$ cat config.mk
export PLATFORM = sky130hd
export DESIGN_NAME = hash_word_streamer
export DESIGN_NICKNAME = d
export VERILOG_FILES = /design/src/rtl/hash_word_streamer.sv
export SDC_FILE = /design/constraint.sdc
export NUM_CORES = 2
export LEC_CHECK = 0
export BUFFER_PORTS_ARGS = -buffer_cell sky130_fd_sc_hd__clkbuf_2
export CORE_AREA = 2 2 439 441
export CTS_CLUSTER_SIZE = 20
export DETAILED_ROUTE_END_ITERATION = 8
export DIE_AREA = 0 0 441 443
export SYNTH_ARGS = -nofsm -noshare
export SYNTH_HDL_FRONTEND = slang
export SYNTH_SLANG_ARGS = --single-unit
$ cat constraint.sdc
create_clock -name clock -period 37.1 [get_ports clock]
set_input_delay 3.71 -clock clock [delete_from_list [all_inputs] [get_ports clock]]
set_output_delay 3.71 -clock clock [all_outputs]
set_load 0.02 [all_outputs]
$ cat src/rtl/hash_word_streamer.sv
// Captures the squeezed SHAKE256 state on the rising edge of the squeezed flag and
// streams it out as WORD_W-bit words over a valid/ready port, MSW-first by default.
module hash_word_streamer #(
    parameter int DATA_W    = 1088,
    parameter int WORD_W    = 32,
    parameter bit MSW_FIRST = 1'b1,
    localparam int NWORDS   = DATA_W / WORD_W,
    localparam int IDX_W    = $clog2(NWORDS)
) (
    input  logic              clock,
    input  logic              reset,
    input  logic              squeezed,
    input  logic [DATA_W-1:0] hash,
    output logic [WORD_W-1:0] out_data,
    output logic              out_valid,
    input  logic              out_ready,
    output logic              out_last,
    output logic [IDX_W-1:0]  out_index,
    output logic              busy,
    output logic              overrun,
    output logic              state_dbg
);

    // Handshake: a word moves on a rising clock edge where out_valid && out_ready.
    // out_valid, out_index and out_data depend only on registers, so out_ready never
    // reaches out_valid combinationally and the word holds steady while stalled.

    localparam int BASE_W = $clog2(DATA_W);
    localparam logic [IDX_W-1:0] LAST_IDX = IDX_W'(NWORDS - 1);

    typedef enum logic {
        IDLE   = 1'b0,
        STREAM = 1'b1
    } state_t;

    state_t              state;
    logic                squeezed_q;
    logic [DATA_W-1:0]   shadow;
    logic [BASE_W-1:0]   word_base;
    logic                sq_rise;
    logic                xfer;

    assign sq_rise   = squeezed & ~squeezed_q;
    assign xfer      = out_valid & out_ready;
    assign out_last  = (state == STREAM) && (out_index == LAST_IDX);
    assign state_dbg = state;

    // The shadow is cleared on reset, so the selected word also reads zero then.
    always_comb begin
        if (MSW_FIRST) begin
            word_base = BASE_W'((NWORDS - 1 - int'(out_index)) * WORD_W);
        end else begin
            word_base = BASE_W'(int'(out_index) * WORD_W);
        end
        out_data = shadow[word_base +: WORD_W];
    end

    always_ff @(posedge clock or posedge reset) begin
        if (reset) begin
            state      <= IDLE;
            squeezed_q <= 1'b0;
            shadow     <= '0;
            out_index  <= '0;
            out_valid  <= 1'b0;
            busy       <= 1'b0;
            overrun    <= 1'b0;
        end else begin
            squeezed_q <= squeezed;
            case (state)
                IDLE: begin
                    if (sq_rise) begin
                        shadow    <= hash;
                        out_index <= '0;
                        out_valid <= 1'b1;
                        busy      <= 1'b1;
                        state     <= STREAM;
                    end
                end
                STREAM: begin
                    if (xfer && out_last) begin
                        // A new hash arriving with the final handoff chains on without a gap.
                        out_index <= '0;
                        if (sq_rise) begin
                            shadow <= hash;
                        end else begin
                            out_valid <= 1'b0;
                            busy      <= 1'b0;
                            state     <= IDLE;
                        end
                    end else begin
                        if (sq_rise) begin
                            overrun <= 1'b1;
                        end
                        if (xfer) begin
                            out_index <= out_index + 1'b1;
                        end
                    end
                end
                default: begin
                    state     <= IDLE;
                    out_valid <= 1'b0;
                    busy      <= 1'b0;
                    out_index <= '0;
                end
            endcase
        end
    end

endmodule

# --- After elaboration in Yosys (flattened, before gate mapping) ---
# Index checks and enable logic that the tools add are counted.
op_classes:
  n_eq_ne: 5
  mux: 14
  addsub: 2
  n_reduce_logical: 5
  n_bitwise: 5
  shift: 1
op_table:
  columns: ["op", "count"]
  rows:
  - ["two-way mux 1088 bit", 2]
  - ["case mux 1088 bit (2 select lines)", 1]
  - ["variable part select 1088 x 12 -> 32 bit", 1]
  - ["two-way mux 6 bit", 3]
  - ["case mux 6 bit (2 select lines)", 1]
  - ["adder 6 x 1 -> 6 bit, second input constant", 1]
  - ["== test 6 bit, second input constant", 1]
  - ["AND reduction 3 bit", 2]
  - ["subtractor 6 bit, first input constant", 1]
  - ["two-way mux 1 bit", 5]
  - ["!= test 2 bit, second input constant", 2]
  - ["case mux 1 bit (2 select lines)", 2]
  - ["!= test 3 x 1 -> 1 bit, second input constant", 1]
  - ["NOT 1 bit", 3]
  - ["AND 1 bit", 2]
  - ["logical AND 1 bit", 2]
  - ["!= test 2 x 1 -> 1 bit, second input constant", 1]
  - ["AND reduction 2 bit", 1]
word_totals:
  ff_bits: 1098
  word_cells: 38

# --- Logic depth before layout (Yosys ltp) ---
logic_depth:
  depth_word: 5
  ltp_mapped: 12

# --- Worst setup path after synthesis ---
# OpenSTA, ideal clock, no wires.
synth_timing:
  kind: "flip-flop to output port"
  start: "reg out_index[1]"
  end: "out out_data[10]"
  path_stages_with_launch: 11
  arrival_ns: 2.688
  path_slack_ns: 30.702
  t_required_ns: 33.390
  n_path_buf: 4
  path_cell_list: "dfrtp_1 > clkbuf_1 > buf_2 > inv_1 > ha_1 > buf_1 > buf_1 > mux2i_1 > nor2_1 > a311oi_1 > o22ai_1"
synth_via:
  elab_chain_len: 2
synth_rtl:
  columns: ["element", "line_no", "text"]
  rows:
  - ["from (decl)", "18", "output logic [IDX_W-1:0] out_index,"]
  - ["from (signal assigned)", "95", "out_index <= out_index + 1'b1;"]
  - ["subtractor 6 bit", "51", "word_base = BASE_W'((NWORDS - 1 - int'(out_index)) * WORD_W);"]
  - ["variable part select 1088 x 12 -> 32 bit", "55", "out_data = shadow[word_base +: WORD_W];"]
  - ["to (decl)", "14", "output logic [WORD_W-1:0] out_data,"]
# No other way between the ends.

# --- Final worst setup path ---
layout_timing:
  start: "reg out_index[1]"
  end: "out out_data[17]"
# The elaborated chain is that of the path after synthesis.

==> results.tsv <==
stage	metric	value	unit
detailed_routing	via_count	33300	
detailed_routing	vias_per_cell	4.76	
placement	io_buffers	1134	
outcome	status	finished, final reports clean	
logic_synthesis	ys_seq_area_share	54.8	%
floorplanning	die_area	195000	um2
final_layout	fill_cells	19000	
logic_synthesis	async_reset_ff_share	100	%
detailed_routing	drc	0	
logic_synthesis	synth-edff-count	0	
detailed_routing	ant_nets	0	
placement	gp_congestion	0.888	
timing	drv_slew	0	
timing	finalClockSkew	29.6	ps
timing	hold_viol_final	0	
worst_setup_path	max_stage_delay	1050	ps
floorplanning	fp.coreArea	191000	um2
global_route	grt_max_degree	206	
worst_setup_path	path_class	flop to output pin	
cts	clockRootBuffer	clkbuf_16	
cts	cts_buffers	121	
timing	hold_ws	480	ps
placement	place_area	58000	um2
logic_synthesis	synth-main-ff-cell	dfrtp_1	
timing	setup_violations	0	
logic_synthesis	synth.yosys.warnings	0	
worst_setup_path	cp_slowest_cell	a311oi_1	
timing	min_period	9740	ps
final_layout	area_delta_synth_final	24.1	%
timing	tightest_slew	1260	ps
timing	period_share	26.2	%
cts	clock-sinks	1098	
min_path	min_path_type	flop to flop	
logic_synthesis	ys_ff_latch	1098	
detailed_routing	drt_iter0_markers	2470	
final_layout	utilization	32.5	%
power_and_ir_drop	leakage	31.7	nW
logic_synthesis	syn-num-nets	4357	
run	maxCapViolCount	0	
worst_setup_path	worst-path-max-fanout	104	
floorplanning	ios	1135	
cts	cts_hold_buf	0	
worst_setup_path	worstPathArrival	6030	ps
worst_setup_path	r2r_end	shadow[178]	
final_layout	fin_cells	6997	
global_route	grt_pass1_wl	275	mm
global_route	antenna_found_initial	72	
min_path	hold_path.startpoint	shadow[653]	
floorplanning	row_count	161	
min_path	hold-path-cell-count	1	
global_route	first_global_vias	34900	
placement	post-place-cells	6742	
timing	setup_tns	0	ps
min_path	whs_endpoint	shadow[653]	
worst_setup_path	critPathCaptureType	output pin	
cts	clk_latency	820	ps
cts	htreeDepth	3	
logic_synthesis	postSynthAreaPerCell	15.4	um2
detailed_routing	wl_per_cell	28.7	um
worst_setup_path	cp_top_family	buffers and inverters	
detailed_routing	routed_wl	201	mm
cts	clock_path_buffers	3	
final_layout	design_area	62200	um2
worst_setup_path	critical_path_buf_inv_count	4	
worst_setup_path	worstPathRequired	33390	ps
worst_setup_path	worstReg2RegStart	out_index[0]	
power_and_ir_drop	peakVddDrop	0.0494	mV
cts	cts_setup_buffers	0	
logic_synthesis	synthCells	3262	
final_layout	nets	5434	
timing	maxSlewHeadroom	15.7	%
placement	dp_hpwl	156	mm
floorplanning	start_util	26.2	%
logic_synthesis	ys_types	43	
worst_setup_path	r2r_cells	7	
worst_setup_path	path_cells	buf_12, buf_4, buf_4, mux4_2, mux2i_1, nor2_1, a311oi_1, o22ai_1, clkbuf_2	
timing	rsz0062_at_grt	false	
floorplanning	die_h	443	um
detailed_routing	dr.pass1.iters	5	
worst_setup_path	cp-start-kind	flop	
logic_synthesis	synth_area	50100	um2
cts	clk_pin_slew_worst_paths	60	ps
timing	fmax	103	MHz
floorplanning	die_w	441	um
global_route	overflow	0	
final_layout	drive_gt1_share	50.9	%
global_route	grt_usage	20.1	%
cts	cts_tree	done	
cts	cts_resized	0	
power_and_ir_drop	powerDensity	55.9	nW/um2
worst_setup_path	path_common_cell	buf_4	
worst_setup_path	r2r_slack	30880	ps
-- report_power, final --
part	switching, mW	internal, mW	total [mW]
logic	0.626	0.336	0.963
registers	0.0297	1.22	1.25
clock network	0.535	0.730	1.27
total	1.19	2.29	3.48
-- flip-flops by register name (all words and copies together) (netlist names) --
register and flops:
busy 1, overrun 1, shadow 1088, squeezed_q 1, state_dbg 1, out_index 6
-- cell usage in the layout (no fill, tap or decap), drive strengths merged, types with 2 or more instances in the layout --
cell      synthesis  layout
a22oi            32      32
bufinv            0      13
clkinvlp          0       6
mux2i           324     324
mux4            126     126
mux2           1119    1119
nor2b             2       2
a311oi           32      32
dfrtp          1098    1098
o21ai             6       6
inv               6      14
nor3              4       4
xnor2             3       3
ha                3       3
clkbuf           51    1296
nand3             3       3
nand2            40      40
o22ai            34      34
o221ai           32      32
a221oi           33      33
clkinv            0      33
and2              2       2
diode             0      33
o41a              2       2
nor2             36      36
a22o             33      33
a21oi            36      36
nor3b             2       2
buf             192      63
-- layer usage --
layer	global-route usage [%]	vias to the layer above	wire [um]
met4	7.59	36	6650
met3	4.76	277	12900
met5	0	-	231
met2	33.1	1108	98000
li1	-	14400	-
met1	25.3	17500	83100
-- cells by family (layout without fill, tap and decap cells) --
family / Yosys count / count (layout) / share of synthesized area (%)
compound gates: 246 / 246 / 3.74
xor+xnor: 4 / 4 / 0.0699
fa+ha+maj: 3 / 3 / 0.0749
buf+inv: 249 / 1425 / 3.26
flops: 1098 / 1098 / 54.8
mux: 1569 / 1569 / 37.3
other cells: 0 / 33 / 0
simple gates: 93 / 93 / 0.786
-- area by class of cell --
type | count | area [um2] | area share (%)
Multi-Input combinational cell | 1915 | 21100 | 33.9
Clock buffer | 162 | 3370 | 5.42
Tap cell | 2526 | 3160 | 5.08
Clock inverter | 60 | 764 | 1.23
Inverter | 6 | 30.0 | 0.0483
Timing Repair Buffer | 1197 | 6210 | 9.98
Sequential cell | 1098 | 27500 | 44.2
Antenna cell | 33 | 82.6 | 0.133
-- stage by stage --
stage | setup slack [ps] | power (mW)
2_1_floorplan | 2480 | 1.80
3_3_place_gp | 28220 | 2.24
3_5_place_dp | 28150 | 2.25
4_1_cts | 27230 | 3.53
5_1_grt | 27180 | 3.62
6_report | 27360 | 3.48
-- synth_stat cells, types with 3 or more instances --
cell,instances,area share (%)
nor2_1,36,0.27
o21ai_0,6,0.060
buf_2,72,0.72
a22oi_1,32,0.48
ha_1,3,0.075
a221oi_1,33,0.58
dfrtp_1,1098,55
buf_6,42,0.94
xnor2_1,3,0.052
mux2_1,400,9.0
mux4_2,126,5.7
a22o_1,33,0.58
a311oi_1,32,0.56
nor3_1,4,0.040
o22ai_1,34,0.42
nand3_1,3,0.030
o221ai_1,32,0.56
clkbuf_1,51,0.38
buf_4,67,1.0
buf_1,8,0.060
nand2_1,40,0.30
mux2i_1,324,6.5
a21oi_1,36,0.36
inv_1,6,0.045
mux2_2,719,16
-- worst max path at each step --
stage,from,to,slack [ps],cells after the start
6_report,out_index[1],out_data[17],27360,9
5_1_grt,out_index[1],out_data[17],27180,9
4_1_cts,out_index[1],out_data[17],27230,9
3_5_place_dp,out_index[1],out_data[17],28150,9
3_3_place_gp,out_index[1],out_data[17],28220,9
2_1_floorplan,reset,busy,2480,1
(Power assumes the default switching activity.)
